**src/rtl/led_pwm_pkg.sv**
```systemverilog
// Shared types and helpers for the LED PWM bank: channel mode encoding and
// the channel-index width.
package led_pwm_pkg;

  typedef enum logic [1:0] {
    MODE_OFF   = 2'd0,
    MODE_ON    = 2'd1,
    MODE_PWM   = 2'd2,
    MODE_BLINK = 2'd3
  } led_mode_e;

  function automatic int unsigned chan_idx_width(input int unsigned n);
    return (n <= 1) ? 1 : $clog2(n);
  endfunction

endpackage

```
**src/rtl/led_pwm_channel.sv**
```systemverilog
// One LED channel: active config, blink frame counter/phase and the
// registered PWM compare.
module led_pwm_channel
  import led_pwm_pkg::*;
#(
  parameter int unsigned PWM_WIDTH   = 8,
  parameter int unsigned BLINK_WIDTH = 8
) (
  input  logic                   clk_i,
  input  logic                   rst_ni,
  input  logic                   frame_edge_i,
  input  logic                   apply_i,
  input  led_mode_e              mode_i,
  input  logic [PWM_WIDTH-1:0]   duty_i,
  input  logic [BLINK_WIDTH-1:0] blink_i,
  input  logic [PWM_WIDTH-1:0]   cnt_i,
  output logic                   led_o
);

  led_mode_e              mode_q;
  logic [PWM_WIDTH-1:0]   duty_q;
  logic [BLINK_WIDTH-1:0] blink_q;
  logic [BLINK_WIDTH-1:0] fcnt_q, fcnt_d;
  logic                   phase_q, phase_d;
  logic                   led_q, led_d;

  always_comb begin
    fcnt_d  = fcnt_q;
    phase_d = phase_q;
    // blink=0 pins the phase on so BLINK degenerates to plain PWM
    if (mode_q == MODE_BLINK) begin
      if (blink_q == '0) begin
        fcnt_d  = '0;
        phase_d = 1'b1;
      end else if (fcnt_q == blink_q - BLINK_WIDTH'(1)) begin
        fcnt_d  = '0;
        phase_d = ~phase_q;
      end else begin
        fcnt_d = fcnt_q + BLINK_WIDTH'(1);
      end
    end
  end

  always_comb begin
    led_d = 1'b0;
    unique case (mode_q)
      MODE_OFF:   led_d = 1'b0;
      MODE_ON:    led_d = 1'b1;
      MODE_PWM:   led_d = (cnt_i < duty_q);
      MODE_BLINK: led_d = (cnt_i < duty_q) && phase_q;
      default:    led_d = 1'b0;
    endcase
  end

  always_ff @(posedge clk_i) begin
    if (!rst_ni) begin
      mode_q  <= MODE_OFF;
      duty_q  <= '0;
      blink_q <= '0;
      fcnt_q  <= '0;
      phase_q <= 1'b1;
      led_q   <= 1'b0;
    end else begin
      led_q <= led_d;
      if (frame_edge_i) begin
        if (apply_i) begin
          mode_q  <= mode_i;
          duty_q  <= duty_i;
          blink_q <= blink_i;
          fcnt_q  <= '0;
          phase_q <= 1'b1;
        end else begin
          fcnt_q  <= fcnt_d;
          phase_q <= phase_d;
        end
      end
    end
  end

  assign led_o = led_q;

endmodule

```
**src/rtl/led_pwm_bank.sv**
```systemverilog
// Bank of PWM/blink LED channels sharing one prescaler and PWM counter.
// Config writes are staged and applied only at frame boundaries.
module led_pwm_bank
  import led_pwm_pkg::*;
#(
  parameter int unsigned CHANNELS    = 8,
  parameter int unsigned PWM_WIDTH   = 8,
  parameter int unsigned PRESCALE    = 16,
  parameter int unsigned BLINK_WIDTH = 8
) (
  input  logic                                  io_mainClk,
  input  logic                                  io_resetn,
  input  logic                                  io_cfg_valid,
  output logic                                  io_cfg_ready,
  input  logic [chan_idx_width(CHANNELS)-1:0]   io_cfg_channel,
  input  logic [1:0]                            io_cfg_mode,
  input  logic [PWM_WIDTH-1:0]                  io_cfg_duty,
  input  logic [BLINK_WIDTH-1:0]                io_cfg_blink,
  output logic [CHANNELS-1:0]                   io_led,
  output logic                                  io_frame
);

  localparam int unsigned CW    = chan_idx_width(CHANNELS);
  localparam int unsigned PRE_W = (PRESCALE > 1) ? $clog2(PRESCALE) : 1;

  logic [PRE_W-1:0]       pre_q;
  logic [PWM_WIDTH-1:0]   cnt_q;
  logic                   frame_q;
  logic                   pend_q;
  logic [CW-1:0]          stage_ch_q;
  led_mode_e              stage_mode_q;
  logic [PWM_WIDTH-1:0]   stage_duty_q;
  logic [BLINK_WIDTH-1:0] stage_blink_q;

  logic tick, boundary, accept;

  assign tick     = (pre_q == PRE_W'(PRESCALE - 1));
  assign boundary = tick && (cnt_q == '1);
  assign accept   = io_cfg_valid && !pend_q;

  // A write accepted on the boundary cycle has pend_q=0, so it cannot be
  // applied until the following boundary.
  always_ff @(posedge io_mainClk) begin
    if (!io_resetn) begin
      pre_q         <= '0;
      cnt_q         <= '0;
      frame_q       <= 1'b0;
      pend_q        <= 1'b0;
      stage_ch_q    <= '0;
      stage_mode_q  <= MODE_OFF;
      stage_duty_q  <= '0;
      stage_blink_q <= '0;
    end else begin
      pre_q   <= tick ? '0 : pre_q + PRE_W'(1);
      if (tick) cnt_q <= cnt_q + PWM_WIDTH'(1);
      frame_q <= boundary;
      if (accept) begin
        pend_q        <= 1'b1;
        stage_ch_q    <= io_cfg_channel;
        stage_mode_q  <= led_mode_e'(io_cfg_mode);
        stage_duty_q  <= io_cfg_duty;
        stage_blink_q <= io_cfg_blink;
      end else if (boundary) begin
        pend_q <= 1'b0;
      end
    end
  end

  for (genvar i = 0; i < CHANNELS; i++) begin : g_ch
    led_pwm_channel #(
      .PWM_WIDTH  (PWM_WIDTH),
      .BLINK_WIDTH(BLINK_WIDTH)
    ) u_ch (
      .clk_i       (io_mainClk),
      .rst_ni      (io_resetn),
      .frame_edge_i(boundary),
      .apply_i     (pend_q && (stage_ch_q == CW'(i))),
      .mode_i      (stage_mode_q),
      .duty_i      (stage_duty_q),
      .blink_i     (stage_blink_q),
      .cnt_i       (cnt_q),
      .led_o       (io_led[i])
    );
  end

  assign io_cfg_ready = !pend_q;
  assign io_frame     = frame_q;

endmodule

```
**config.mk**
```make
export PLATFORM = sky130hd
export DESIGN_NAME = led_pwm_bank
export DESIGN_NICKNAME = d
export VERILOG_FILES = /design/src/rtl/led_pwm_pkg.sv /design/src/rtl/led_pwm_channel.sv /design/src/rtl/led_pwm_bank.sv
export SDC_FILE = /design/constraint.sdc
export NUM_CORES = 1
export LEC_CHECK = 0
export ABC_AREA = 1
export CAP_MARGIN = 20
export CORE_ASPECT_RATIO = 0.8
export CORE_UTILIZATION = 62
export CTS_CLUSTER_SIZE = 20
export DETAILED_ROUTE_END_ITERATION = 8
export PLACE_DENSITY = 0.89
export SETUP_SLACK_MARGIN = 0.3
export SLEW_MARGIN = 40
export SYNTH_ARGS = -nofsm -noshare
export SYNTH_HDL_FRONTEND = slang
export SYNTH_SLANG_ARGS = --single-unit
```
**constraint.sdc**
```tcl
create_clock -name io_mainClk -period 2.33 [get_ports io_mainClk]
set_input_delay 0.3495 -clock io_mainClk [delete_from_list [all_inputs] [get_ports io_mainClk]]
set_output_delay 0.3495 -clock io_mainClk [all_outputs]
set_load 0.02 [all_outputs]
```
==> flow_results.org <==
** Drt
- Iteration-0 DRC Markers :: around 1,400
- Routed WL per cell :: 15.9 microns
- For this run, the detailed router's first-pass iteration total came to 6.
- In the routed layout, each cell is associated on average with a via count of approximately 5.7.
- Routed wire length :: ~36 mm
- Once detail routing completed, the nets flagged for antenna violations numbered 0.
- In the routed design, unresolved DRC markers number 0.
- For this block, the via count after detailed routing is 12,951.

** Synthesis
- In the post-synthesis netlist, the cell with the most instances is sky130_fd_sc_hd__nand2_1.
- Synth Register Bits :: ~260
- Number of warnings printed during yosys synthesis :: 0
- The synthesized design contains 0 enable-type register cells.
- Post-Synthesis Cell Area :: between 0.01 and 0.015 sq mm
- Area share of the leading cell type in the synthesized netlist :: a little under two fifths
- A synthesized cell averages around 7.1 sq um.
- Synth top area cells :: sky130_fd_sc_hd__dfxtp_1 38%, sky130_fd_sc_hd__nand2_1 8.7%, sky130_fd_sc_hd__a21oi_1 7.7%
- Sequential cells were found to cover between 30% and 40% of the synthesized design area.
- Post-synthesis async set-or-reset flop share :: 0%
- Most used DFF post-synth :: sky130_fd_sc_hd__dfxtp_1
- Cell accounting for the most synthesized area :: sky130_fd_sc_hd__dfxtp_1
- Mapped Nets :: 2,017
- Synth Instances :: approximately 1,900
- The number of different library cells used by synthesis comes to 41.
- Leading post-synthesis cells by instance count :: 315 x sky130_fd_sc_hd__nand2_1, 259 x sky130_fd_sc_hd__dfxtp_1, 251 x sky130_fd_sc_hd__inv_1

** Timing
- Fin. max-slew vios :: 0
- Number of setup violations in the final report :: 0
- Measured against its own limit, the worst slew margin works out to between 40% and 50%.
- Worst clock skew :: ~13 ps
- Share of the clock period used by the worst path :: 86.7%
- Min Tclk post-route :: about 2000 ps
- RSZ-0062 raised after global routing :: true
- Maximum achievable frequency :: between 400 and 500 MHz
- Final WS setup :: 309 ps
- Count of endpoints failing hold in the final timing report :: 0
- Actual transition at the worst max-transition pin :: 751 ps
- After routing, the total negative slack on setup checks comes to 0 ps.

** Clocking
- Clock tree from TritonCTS :: yes
- The clock passes through at most 3 buffers.
- Number of CTS-inserted buffers :: 27
- Clock-pin slew on the worst setup and hold paths :: 70 ps
- The tree is rooted in a sky130_fd_sc_hd__clkbuf_16.
- Number of buffers added to fix hold violations after cts :: 0
- Htree depth :: 1
- CTS sink cnt :: between 200 and 300
- Clock insertion delay at the later pin of the skew report :: between 500 and 600 ps

** Min path
- Class of the tightest hold or removal check :: input pin to flip-flop

** Cells and area
- The repair_antennas step left the layout with diodes totalling 0.
- In the final layout, the share of cells above drive strength 1 is under 10%.
- The net count of the finished layout is 2,065.
- Relative to the synthesized area, the layout overhead comes to 13.4%.

** Critical path
- Kind of critical path :: flip-flop to flip-flop
- The worst setup path is captured at a flip-flop.
- The worst setup path is launched from a flip-flop.
- Data on the critical path is required at its endpoint by 2730 ps.
- Arrival time at the worst endpoint :: approximately 2400 ps
- Worst-path fanout max :: 6

** Place
- HPWL after detailed placement :: 23.4 mm
- Setup Slack @ Placement :: slightly below 200 ps
- Input/output buffers :: 33
- Routability-driven placement finished with a final weighted congestion of 0.916.

** Die
- Starting density of the core :: a little over three fifths
- The core region is 0.0215 sq mm.
- Die Wd :: roughly 170 microns
- From bottom edge to top edge, the die measures between 100 and 150 microns.
- Floorplan die area :: between 0.02 and 0.025 sq mm
- Core Rows :: 48
- I/O pin total :: 34

** GRT
- Maximum number of pins on one net before global-route repair :: 84
- For this run, the total global-route usage over all layers was measured as a little under a third.
- Summed over all layers, the global routing overflow is 0.
- The first global-routing pass estimated approximately 56 mm of wire.
- Initial antenna violation count :: 1
- The number of global-route vias before repair was 11,581.

** Power
- Cell Pwr Density :: ~590 mW/mm^2
- Total power after layout :: roughly 0.0091 W
- IR analysis of the VDD net gives a maximum drop of ~0.66 mV.
- Leak :: between 6 and 7 nW

** Job
- Across the run, the number of max-cap violations was 0.

** Run status
- Status :: completed
[layer usage]
metal,global-route usage (%),part of all wire [%]
met4,13.8,4.2
met2,49.7,45
met5,0,0
met1,40.3,42
met3,4.28,8.9
[what timing repair did]
action | 4_1_cts | 5_1_grt
endpoints found under the setup margin | 75 | 115
gates resized for setup | 13 | 63
endpoints found under the hold margin | 0 | 0
buffers inserted | 11 | 10
cloned | 2 | 0
pin swaps | 3 | 11
[worst max-delay path, stage by stage, from the launching register on]
cell                       delay (ps)
sky130_fd_sc_hd__dfxtp_4          360
sky130_fd_sc_hd__ha_4             150
sky130_fd_sc_hd__nand3_4           90
sky130_fd_sc_hd__nor2_4           120
sky130_fd_sc_hd__nand3b_1         190
sky130_fd_sc_hd__buf_6            220
sky130_fd_sc_hd__buf_6            130
sky130_fd_sc_hd__a21oi_4          210
sky130_fd_sc_hd__nand3_2          100
sky130_fd_sc_hd__xor2_1           150
sky130_fd_sc_hd__inv_1             60
sky130_fd_sc_hd__nand2_1           50
sky130_fd_sc_hd__nor2_1            30
[kinds of logic (layout without fill, tap and decap cells)]
kind of cell,count (synthesis),after routing,synth area share (%)
buf+inv,326,393,9.39
fa+ha+maj,82,82,7.56
mux,5,5,0.369
compound gates,447,448,17.3
xor+xnor,82,82,5.29
simple gates,710,710,21.9
flops,259,259,38.2
[layout make-up]
| cell class | instances | area [sq um] |
|---|---|---|
| Clock buffer | 41 | 768 |
| Clock inverter | 8 | 76.3 |
| Fill cell | 1584 | 6120 |
| Inverter | 261 | 1000 |
| Multi-Input combinational cell | 1327 | 7270 |
| Sequential cell | 259 | 5190 |
| Tap cell | 275 | 344 |
| Timing Repair Buffer | 83 | 732 |
[per-stage QoR]
stage / utilization (%) / hold slack (ps) / instances / cell area, sq um
2_1_floorplan: - / 418 / 1911 / 13600
3_3_place_gp: 65.9 / 428 / 2182 / 14200
3_5_place_dp: 65.9 / 441 / 2182 / 14200
4_1_cts: 70.4 / 196 / 2244 / 15100
5_1_grt: 71.5 / 225 / 2254 / 15400
6_report: 71.5 / 212 / 2254 / 15400
[state kept, by name, indices dropped and copies added (netlist names), 2 cells and up]
register / flops
g_ch.u_ch.blink_q: 64
pre_q: 4
g_ch.u_ch.fcnt_q: 64
cnt_q: 8
stage_mode_q: 2
stage_blink_q: 8
g_ch.u_ch.phase_q: 8
g_ch.u_ch.led_o: 8
g_ch.u_ch.duty_q: 64
stage_ch_q: 3
stage_duty_q: 8
g_ch.u_ch.mode_q: 16
[path summary, 6_finish.rpt]
check | start | end | slack [ps] | cells past startpoint
hold reg to reg | g_ch[2].u_ch.duty_q[0]$_SDFFE_PN0P_ | g_ch[2].u_ch.duty_q[0]$_SDFFE_PN0P_ | 450 | 2
setup / recovery | pre_q[0]$_SDFF_PP0_ | g_ch[0].u_ch.fcnt_q[4]$_SDFFE_PN0P_ | 310 | 12
setup reg to reg | pre_q[0]$_SDFF_PP0_ | g_ch[0].u_ch.fcnt_q[4]$_SDFFE_PN0P_ | 310 | 12
hold / removal | io_resetn | g_ch[7].u_ch.phase_q$_SDFFE_PN1P_ | 210 | 2
[power by group]
group          leakage (nW)  switching (W)  internal [W]
sequential             2.09       0.000124       0.00446
clock                 0.409        0.00181       0.00239
combinational          3.85       0.000201      0.000115
total                  6.36        0.00213       0.00697
[layout by cell type, fill, tap and decap left out, types with 4 or more instances in the layout]
cell type	synthesis	final
sky130_fd_sc_hd__o21ai_1	5	21
sky130_fd_sc_hd__a21oi_2	3	5
sky130_fd_sc_hd__clkinv_2	0	4
sky130_fd_sc_hd__nor3_1	9	9
sky130_fd_sc_hd__clkdlybuf4s50_1	0	32
sky130_fd_sc_hd__ha_1	82	79
sky130_fd_sc_hd__mux2i_1	5	5
sky130_fd_sc_hd__nand3_2	2	5
sky130_fd_sc_hd__buf_4	11	44
sky130_fd_sc_hd__nand4_1	18	18
sky130_fd_sc_hd__buf_6	1	5
sky130_fd_sc_hd__nor2_2	2	6
sky130_fd_sc_hd__nand2_2	1	10
sky130_fd_sc_hd__clkbuf_16	0	27
sky130_fd_sc_hd__xnor2_1	30	30
sky130_fd_sc_hd__dfxtp_1	259	254
sky130_fd_sc_hd__clkbuf_8	0	4
sky130_fd_sc_hd__inv_2	7	5
sky130_fd_sc_hd__inv_4	0	4
sky130_fd_sc_hd__nand3_1	128	124
sky130_fd_sc_hd__dfxtp_2	0	4
sky130_fd_sc_hd__nor2_1	214	209
sky130_fd_sc_hd__nor4_1	5	5
sky130_fd_sc_hd__a21oi_4	3	5
sky130_fd_sc_hd__xor2_1	52	51
sky130_fd_sc_hd__a21oi_1	208	205
sky130_fd_sc_hd__nand2_1	315	305
sky130_fd_sc_hd__a2111oi_0	8	8
sky130_fd_sc_hd__o21ai_0	206	189
sky130_fd_sc_hd__or2_2	5	5
sky130_fd_sc_hd__nand3b_1	4	4
sky130_fd_sc_hd__clkbuf_1	51	10
sky130_fd_sc_hd__inv_1	251	249
(Power assumes the default switching activity.)
